### src/rtl/uart_pkg.sv
// Shared types and width helpers for the UART receive path.
package uart_pkg;

   localparam int UART_DATA_WIDTH = 8;

   // Address width for a DEPTH-entry array; never narrower than one bit.
   function automatic int ptr_width(input int depth);
      return (depth > 1) ? $clog2(depth) : 1;
   endfunction

   // Fill-level width: must represent 0..DEPTH inclusive.
   function automatic int cnt_width(input int depth);
      return $clog2(depth + 1);
   endfunction

   typedef logic [UART_DATA_WIDTH-1:0] uart_word_t;

endpackage

### src/rtl/uart_fifo_mem.sv
// Simple dual-port storage: synchronous write, asynchronous read.
// Contents are intentionally not reset.
module uart_fifo_mem
   import uart_pkg::*;
#(
   parameter int  DATA_WIDTH = UART_DATA_WIDTH,
   parameter int  DEPTH      = 16,
   localparam int AW         = ptr_width(DEPTH)
) (
   input  logic                  clk,
   input  logic                  wr_en_i,
   input  logic [AW-1:0]         wr_addr_i,
   input  logic [DATA_WIDTH-1:0] wr_data_i,
   input  logic [AW-1:0]         rd_addr_i,
   output logic [DATA_WIDTH-1:0] rd_data_o
);

   logic [DATA_WIDTH-1:0] mem_q [DEPTH];

   // Capture the incoming word at the write address.
   always_ff @(posedge clk) begin
      if (wr_en_i) begin
         mem_q[wr_addr_i] <= wr_data_i;
      end
   end

   assign rd_data_o = mem_q[rd_addr_i];

endmodule

### src/rtl/uart_rx_fifo.sv
// First-word-fall-through receive FIFO behind the UART receiver.
// Optional build macro UART_RX_FIFO_DROP_CNT_EN adds a saturating
// 8-bit count of dropped words (drop_cnt).
module uart_rx_fifo
   import uart_pkg::*;
#(
   parameter int  DATA_WIDTH  = UART_DATA_WIDTH,
   parameter int  DEPTH       = 16,
   parameter int  AFULL_LEVEL = 12,
   localparam int PW          = ptr_width(DEPTH),
   localparam int CW          = cnt_width(DEPTH)
) (
   input  logic                  clk,
   input  logic                  rstn,
   input  logic [DATA_WIDTH-1:0] in_data,
   input  logic                  in_valid,
   output logic                  in_ready,
   output logic [DATA_WIDTH-1:0] out_data,
   output logic                  out_valid,
   input  logic                  out_ready,
   output logic [CW-1:0]         count,
   output logic                  almost_full,
   output logic                  overflow,
   input  logic                  clr_overflow
`ifdef UART_RX_FIFO_DROP_CNT_EN
  ,output logic [7:0]            drop_cnt
`endif
);

   logic [PW-1:0] wr_ptr_q, wr_ptr_d;
   logic [PW-1:0] rd_ptr_q, rd_ptr_d;
   logic [CW-1:0] count_q, count_d;
   logic          almost_full_q, almost_full_d;
   logic          overflow_q, overflow_d;
   logic          wr_en, rd_en, drop;

   // Handshake flags depend only on the registered fill level, so the
   // async reset clears them without waiting for an edge and in_ready
   // never sees out_ready combinationally.
   assign in_ready  = (count_q != CW'(DEPTH));
   assign out_valid = (count_q != '0);

   assign wr_en = in_valid && in_ready;
   assign rd_en = out_valid && out_ready;
   assign drop  = in_valid && !in_ready;

   // Next-state pointers, fill level, watermark and sticky overflow.
   always_comb begin
      wr_ptr_d      = wr_en ? wr_ptr_q + PW'(1) : wr_ptr_q;
      rd_ptr_d      = rd_en ? rd_ptr_q + PW'(1) : rd_ptr_q;
      count_d       = count_q;
      unique case ({wr_en, rd_en})
         2'b10:   count_d = count_q + CW'(1);
         2'b01:   count_d = count_q - CW'(1);
         default: count_d = count_q;
      endcase
      almost_full_d = (count_d >= CW'(AFULL_LEVEL));
      if (drop) begin
         overflow_d = 1'b1;
      end else if (clr_overflow) begin
         overflow_d = 1'b0;
      end else begin
         overflow_d = overflow_q;
      end
   end

   // State registers.
   always_ff @(posedge clk or negedge rstn) begin
      if (!rstn) begin
         wr_ptr_q      <= '0;
         rd_ptr_q      <= '0;
         count_q       <= '0;
         almost_full_q <= 1'b0;
         overflow_q    <= 1'b0;
      end else begin
         wr_ptr_q      <= wr_ptr_d;
         rd_ptr_q      <= rd_ptr_d;
         count_q       <= count_d;
         almost_full_q <= almost_full_d;
         overflow_q    <= overflow_d;
      end
   end

   assign count       = count_q;
   assign almost_full = almost_full_q;
   assign overflow    = overflow_q;

`ifdef UART_RX_FIFO_DROP_CNT_EN
   logic [7:0] drop_cnt_q, drop_cnt_d;

   // A drop wins over a same-cycle clear, restarting the count at one.
   always_comb begin
      drop_cnt_d = drop_cnt_q;
      if (drop) begin
         if (clr_overflow) begin
            drop_cnt_d = 8'd1;
         end else if (drop_cnt_q != 8'hFF) begin
            drop_cnt_d = drop_cnt_q + 8'd1;
         end
      end else if (clr_overflow) begin
         drop_cnt_d = 8'd0;
      end
   end

   // Dropped-word counter register.
   always_ff @(posedge clk or negedge rstn) begin
      if (!rstn) begin
         drop_cnt_q <= 8'd0;
      end else begin
         drop_cnt_q <= drop_cnt_d;
      end
   end

   assign drop_cnt = drop_cnt_q;
`endif

   uart_fifo_mem #(
      .DATA_WIDTH (DATA_WIDTH),
      .DEPTH      (DEPTH)
   ) u_mem (
      .clk        (clk),
      .wr_en_i    (wr_en),
      .wr_addr_i  (wr_ptr_q),
      .wr_data_i  (in_data),
      .rd_addr_i  (rd_ptr_q),
      .rd_data_o  (out_data)
   );

endmodule

### config.mk
export PLATFORM = sky130hd
export DESIGN_NAME = uart_rx_fifo
export DESIGN_NICKNAME = d
export VERILOG_FILES = /design/src/rtl/uart_pkg.sv /design/src/rtl/uart_fifo_mem.sv /design/src/rtl/uart_rx_fifo.sv
export SDC_FILE = /design/constraint.sdc
export NUM_CORES = 1
export LEC_CHECK = 0
export ABC_AREA = 1
export ABC_CLOCK_PERIOD_IN_PS = 4100
export CAP_MARGIN = 20
export CELL_PAD_IN_SITES_DETAIL_PLACEMENT = 1
export CELL_PAD_IN_SITES_GLOBAL_PLACEMENT = 2
export CORE_MARGIN = 2
export CORE_UTILIZATION = 44
export CTS_BUF_LIST = sky130_fd_sc_hd__clkbuf_4 sky130_fd_sc_hd__clkbuf_8
export DETAILED_ROUTE_END_ITERATION = 6
export PLACE_DENSITY = 0.85
export SKIP_LAST_GASP = 1
export SYNTH_ARGS = -nofsm -noshare
export SYNTH_HDL_FRONTEND = slang
export SYNTH_SLANG_ARGS = --single-unit
### constraint.sdc
create_clock -name clk -period 4.1 [get_ports clk]
set_clock_uncertainty 0.15 [all_clocks]
set_input_delay 0.615 -clock clk [delete_from_list [all_inputs] [get_ports clk]]
set_output_delay 0.615 -clock clk [all_outputs]
set_load 0.05 [all_outputs]
After elaboration in Yosys (flattened, before gate mapping). Memories as Yosys holds them, arrays and structs flattened. Index checks and enable logic that the tools add are counted.

Add/subtract/negate cells: 4. $lt $le $gt $ge: 1. Eq/ne operators: 3. Muxes and demuxes: 5. Reduce and logical (&&, ||, !) cells: 6.

Operators by type and width (number): case mux 5 bit (2 select lines) (1); adder 4 x 1 -> 4 bit, second input constant (2); adder 5 x 1 -> 5 bit, second input constant (1); >= comparator 5 x 4 -> 1 bit, second input constant (1); inequality test 5 bit, second input constant (1); nonzero test 5 bit (1); subtractor 5 x 1 -> 5 bit, second input constant (1); two-way mux 1 bit (4); logical AND 1 bit (3); equality test 2 x 1 -> 1 bit, second input constant (1); equality test 2 bit, second input constant (1); nonzero test 2 bit (1); logical NOT 1 bit (1).

Flip-flop bits (word level): 15. Bits in writable memories: 128. Input port bits: 13. Output and inout port bits: 17. Logic and storage cells: 25. Memories kept: 1.

Memories: u_mem.mem_q (words 16, bits a word 8, rd ports 1, clocked after memory_dff 0, wr ports 1, line uart_fifo_mem.sv:18) `logic [DATA_WIDTH-1:0] mem_q [DEPTH];`.

Depth between registers and ports, before layout.
Depth after elaboration: 5. Gate-level depth with buffers: 14. Mapped depth without buffers: 14.

Modules after synthesis. From an unflattened synthesis, not the netlist that was laid out.

Cell total of the unflattened synthesis: 637. Area, all modules: 6472.5 sq um.

By module, submodules not included: uart_fifo_mem (instances 1, cells each 543, area an instance 5606.6 sq um, seq. area each 3843.7 sq um); uart_rx_fifo (instances 1, cells each 94, area an instance 865.8 sq um, seq. area each 375.4 sq um).

Worst setup path before layout. OpenSTA, ideal clock, no wires.

Path type: register -> register. Start point: register count_q[1], in the netlist count[1]. End point: register almost_full_q, in the netlist almost_full. Setup time: 117 ps. Arrival time: 2750 ps. Required time: 3833 ps. Setup slack: 1083 ps. Stages on the path, launching flop included: 13. Buffers on the path: 0. Clock period less this slack: 3017 ps. Cells stage by stage: dfrtp_1 nor2_1 nand4_1 nand2_1 inv_1 ha_1 ha_1 a21oi_1 nand2_1 nand2_1 nand3_1 nand2_1 nand2_1.

Word-level cells in the longest chain between the ends: 5. Elaborated cells on any way between the ends: 10. Classes of those cells: add/sub: 2; order compare: 1; eq/ne: 3; mux: 1; reduce/logical: 3.

RTL lines: start, declared (line uart_rx_fifo.sv:32) `logic [CW-1:0] count_q, count_d;`; start signal, assigned (line uart_rx_fifo.sv:78) `count_q <= count_d;`; nonzero test 5 bit * (line uart_rx_fifo.sv:41) `assign out_valid = (count_q != '0);`; named net out_valid (line uart_rx_fifo.sv:19) `output logic out_valid,`; logical AND 1 bit * (line uart_rx_fifo.sv:44) `assign rd_en = out_valid && out_ready;`; named net rd_en (line uart_rx_fifo.sv:35) `logic wr_en, rd_en, drop;`; equality test 2 x 1 -> 1 bit / equality test 2 bit (equally long branches) (line uart_rx_fifo.sv:52) `unique case ({wr_en, rd_en})`; case mux 5 bit (2 select lines) * (line uart_rx_fifo.sv:52); >= comparator 5 x 4 -> 1 bit * (line uart_rx_fifo.sv:57) `almost_full_d = (count_d >= CW'(AFULL_LEVEL));`; named net almost_full_d (line uart_rx_fifo.sv:33) `logic almost_full_q, almost_full_d;`; end signal, assigned (line uart_rx_fifo.sv:79) `almost_full_q <= almost_full_d;`; end, declared (line uart_rx_fifo.sv:33).

The timed path passes the listed nets; every way through them passes the cells marked *. A chain may end at the register's enable or synchronous reset.

Worst setup path in the final report.
Start point: register rd_ptr_q[0]. End point: output out_data[3].

Word-level cells in the longest chain between the ends: 1.

RTL lines: start, declared (line uart_rx_fifo.sv:31) `logic [PW-1:0] rd_ptr_q, rd_ptr_d;`; start signal, assigned (line uart_rx_fifo.sv:77) `rd_ptr_q <= rd_ptr_d;`; memory read (16 x 8 bit); end, declared (line uart_rx_fifo.sv:18) `output logic [DATA_WIDTH-1:0] out_data,`.

Every way passes these cells.

==> impl_metrics.ini <==
[floorplanning]
ios = 30
start_util_pct = 45.1
die_w_microns = 123
core_area_sq_mm = 0.0139
dieArea_sq_mm = 0.0152
num_rows = 43
chipHeight_microns = 123

[cells_and_area]
final_area_sq_mm = 0.00709
ff_latch_area_sq_mm = 0.00422
num-fill-cells = 1551
multiInputGateArea_sq_mm = 0.00168
layout.nets = 660
layout-drive-gt1-share_pct = 8.62
diodes = 0
syn2layout_area_growth_pct = 13.2

[power]
ir_drop_mv = 0.330
leakage_nw = 2.94
p_per_area_mw_per_mm2 = 751

[clock_tree]
cts_resized = 0
cts_htree_levels = 4
cts_sinks = 143
cts_setup_buffers = 0
clock_latency_ns = 0.45
ctsHoldBuffers = 0
root_buffer = clkbuf_8
cts_tree = done
clockBufferDepth = 2
clk_pin_slew_ns = 0.07
numCtsBuffers = 17

[routing]
via_per_inst = 5.20
postRouteWirelength_microns = 15700
drt_first_iter_violations = 309
drc = 0
drt.antenna.violating_nets = 0
drtPass1Iterations = 5
wl_per_cell_microns = 18.9
via_count = 4317

[setup_path]
worstPathCellList = buf_4 -> nand2_1 -> nand2_1 -> nand2_1 -> nand3_1 -> nand3_1 -> nand2_1 -> clkdlybuf4s50_1
slowest_delay_ns = 0.81
arrival_ns = 2.63
path_class = flip-flop to output pin
path_buf_inv = 2
crit_top_cell = nand2_1
startpoint_type = flip-flop
crit_slowest_cell = clkdlybuf4s50_1
path_max_fanout = 44
worstPathRequired_ns = 3.34
crit_family = buffers and inverters
crit_path_end_kind = output pin

[sta]
timing.hold.ws_ns = 0.393
fmax_mhz = 294
setup_tns_ns = 0
period_needed_ns = 3.40
timing.final.setup_violations = 0
worst_pin_slew_ns = 0.948
slew_viol_final = 0
setup_ws_ns = 0.704
max_slew_margin_pct = 36.6
hold_violations = 0
fin_crit_sh_pct = 82.8
grt_setup_unrepaired = no

[global_route]
met3_usage_pct = 4.38
track_usage_pct = 22.8
first_global_vias = 4650
grt_max_degree = 45
busiest_layer = met2
use_met1_pct = 29.8
antenna_found_initial = 0
grt-ovfl-total = 0
use_met2_pct = 38.0
grt_pass1_wl_microns = 25000

[logic_synthesis]
synth.most_common_cell = nand2_1
synth-seq-cells = 143
yosysTopAreaCellShare_pct = 61.4
synth_edf_count = 128
synth-seq-area-share_pct = 67.3
ys.flop_type = edfxtp_1
netlist_area_sq_mm = 0.00626
synth_commonest_cells = nand2_1, edfxtp_1, nand3_1
yosys.area.top_type = edfxtp_1
yosys_warnings = 0
yosys-top-cells-area = edfxtp_1, nand2_1, nand3_1
syn-num-nets = 627
synthArstFlopShare_pct = 10.5
syn_avg_cell_area_sq_um = 10.4
synth_cells = 604
ys_types = 25

[hold_path]
min-delay-path-class = flip-flop to flip-flop

[placement]
gp_congestion = 0.732
post_dp_cell_area_sq_mm = 0.00669
port_buffers = 29
place_hpwl_microns = 10200
dp_worst_setup_slack_ns = 1.17

[job]
maxCapViolCount = 0

[run_status]
status = finished, final reports clean
state kept, by name, summed over array words and instances, names as in the netlist:
name and count:
u_mem.mem_q 128, count 5, rd_ptr_q 4, wr_ptr_q 4, almost_full 1, overflow 1
metrics by stage:
step                total power, mW  util [%]  cells
floorplan                      3.51         -    604
global placement               4.14      48.2    798
detailed placement             4.22      48.2    798
CTS                            5.37      51.1    830
global route                   5.65      51.1    830
finish                         5.32      51.1    830
path summary, 6_finish.rpt:
path,cells after the start,endpoint,slack (ns),from
min in group asynchronous,1,count[2],0.48,rstn
worst max-delay path,8,out_data[3],0.70,rd_ptr_q[0]
worst min-delay path,2,overflow,0.39,overflow
worst max register to register,12,almost_full,1.59,count[0]
worst min register to register,2,overflow,0.39,overflow
max in group asynchronous,1,rd_ptr_q[0],2.78,rstn
cells by family (layout without fill, tap and decap cells):
group,after synthesis,after routing,synth area share [%]
XOR/XNOR,5,5,0.699
buffers and inverters,82,128,5.79
flip-flops,143,143,67.3
AO/OA/AOI/OAI,18,18,1.50
adder cells (fa/ha/maj),10,10,2.12
AND/OR/NAND/NOR,346,346,22.5
worst min-delay path: stages, from the launching register on:
cell	delay (ns)
dfrtp_1	0.38
inv_1	0.06
o22ai_1	0.07
routing by layer:
metal	part of all wire, %	vias up
met2	49	98
met5	0	-
met1	44	2155
met3	4.9	16
met4	1.4	0
li1	-	2048
report_power, final:
part | internal, mW | switching [mW] | leakage [nW]
Sequential | 1.78 | 0.0911 | 1.34
Clock | 0.615 | 0.527 | 0.206
Combinational | 0.645 | 1.66 | 1.40
cell type report:
| class | instances | area share, % |
|---|---|---|
| clock inverters | 12 | 2.03 |
| repair buffers | 39 | 4.91 |
| multi-input cells | 379 | 23.7 |
| clock buffers | 20 | 3.62 |
| well taps | 180 | 3.18 |
| inverters | 57 | 3.02 |
| flip-flops and latches | 143 | 59.5 |
cells in the final DEF (no fill, tap or decap):
master and instances:
nand4_2 1, clkbuf_4 3, edfxtp_1 128, clkinv_2 6, o22ai_1 1, nor2_1 33, nand2_2 2, xnor2_1 1
clkdlybuf4s50_1 22, nand4_1 1, dfrtp_1 14, nand3_1 76, clkinv_1 2, clkinv_4 1, clkbuf_8 17, inv_2 3
clkinvlp_4 2, inv_1 52, buf_4 17, dfrtp_2 1, a21oi_1 2, nand2_1 232, bufinv_16 3, fa_1 1
and2_1 1, o211ai_1 1, o21ai_0 14, ha_1 9, xor2_1 4
No activity file was read; power rests on OpenSTA's default activity.
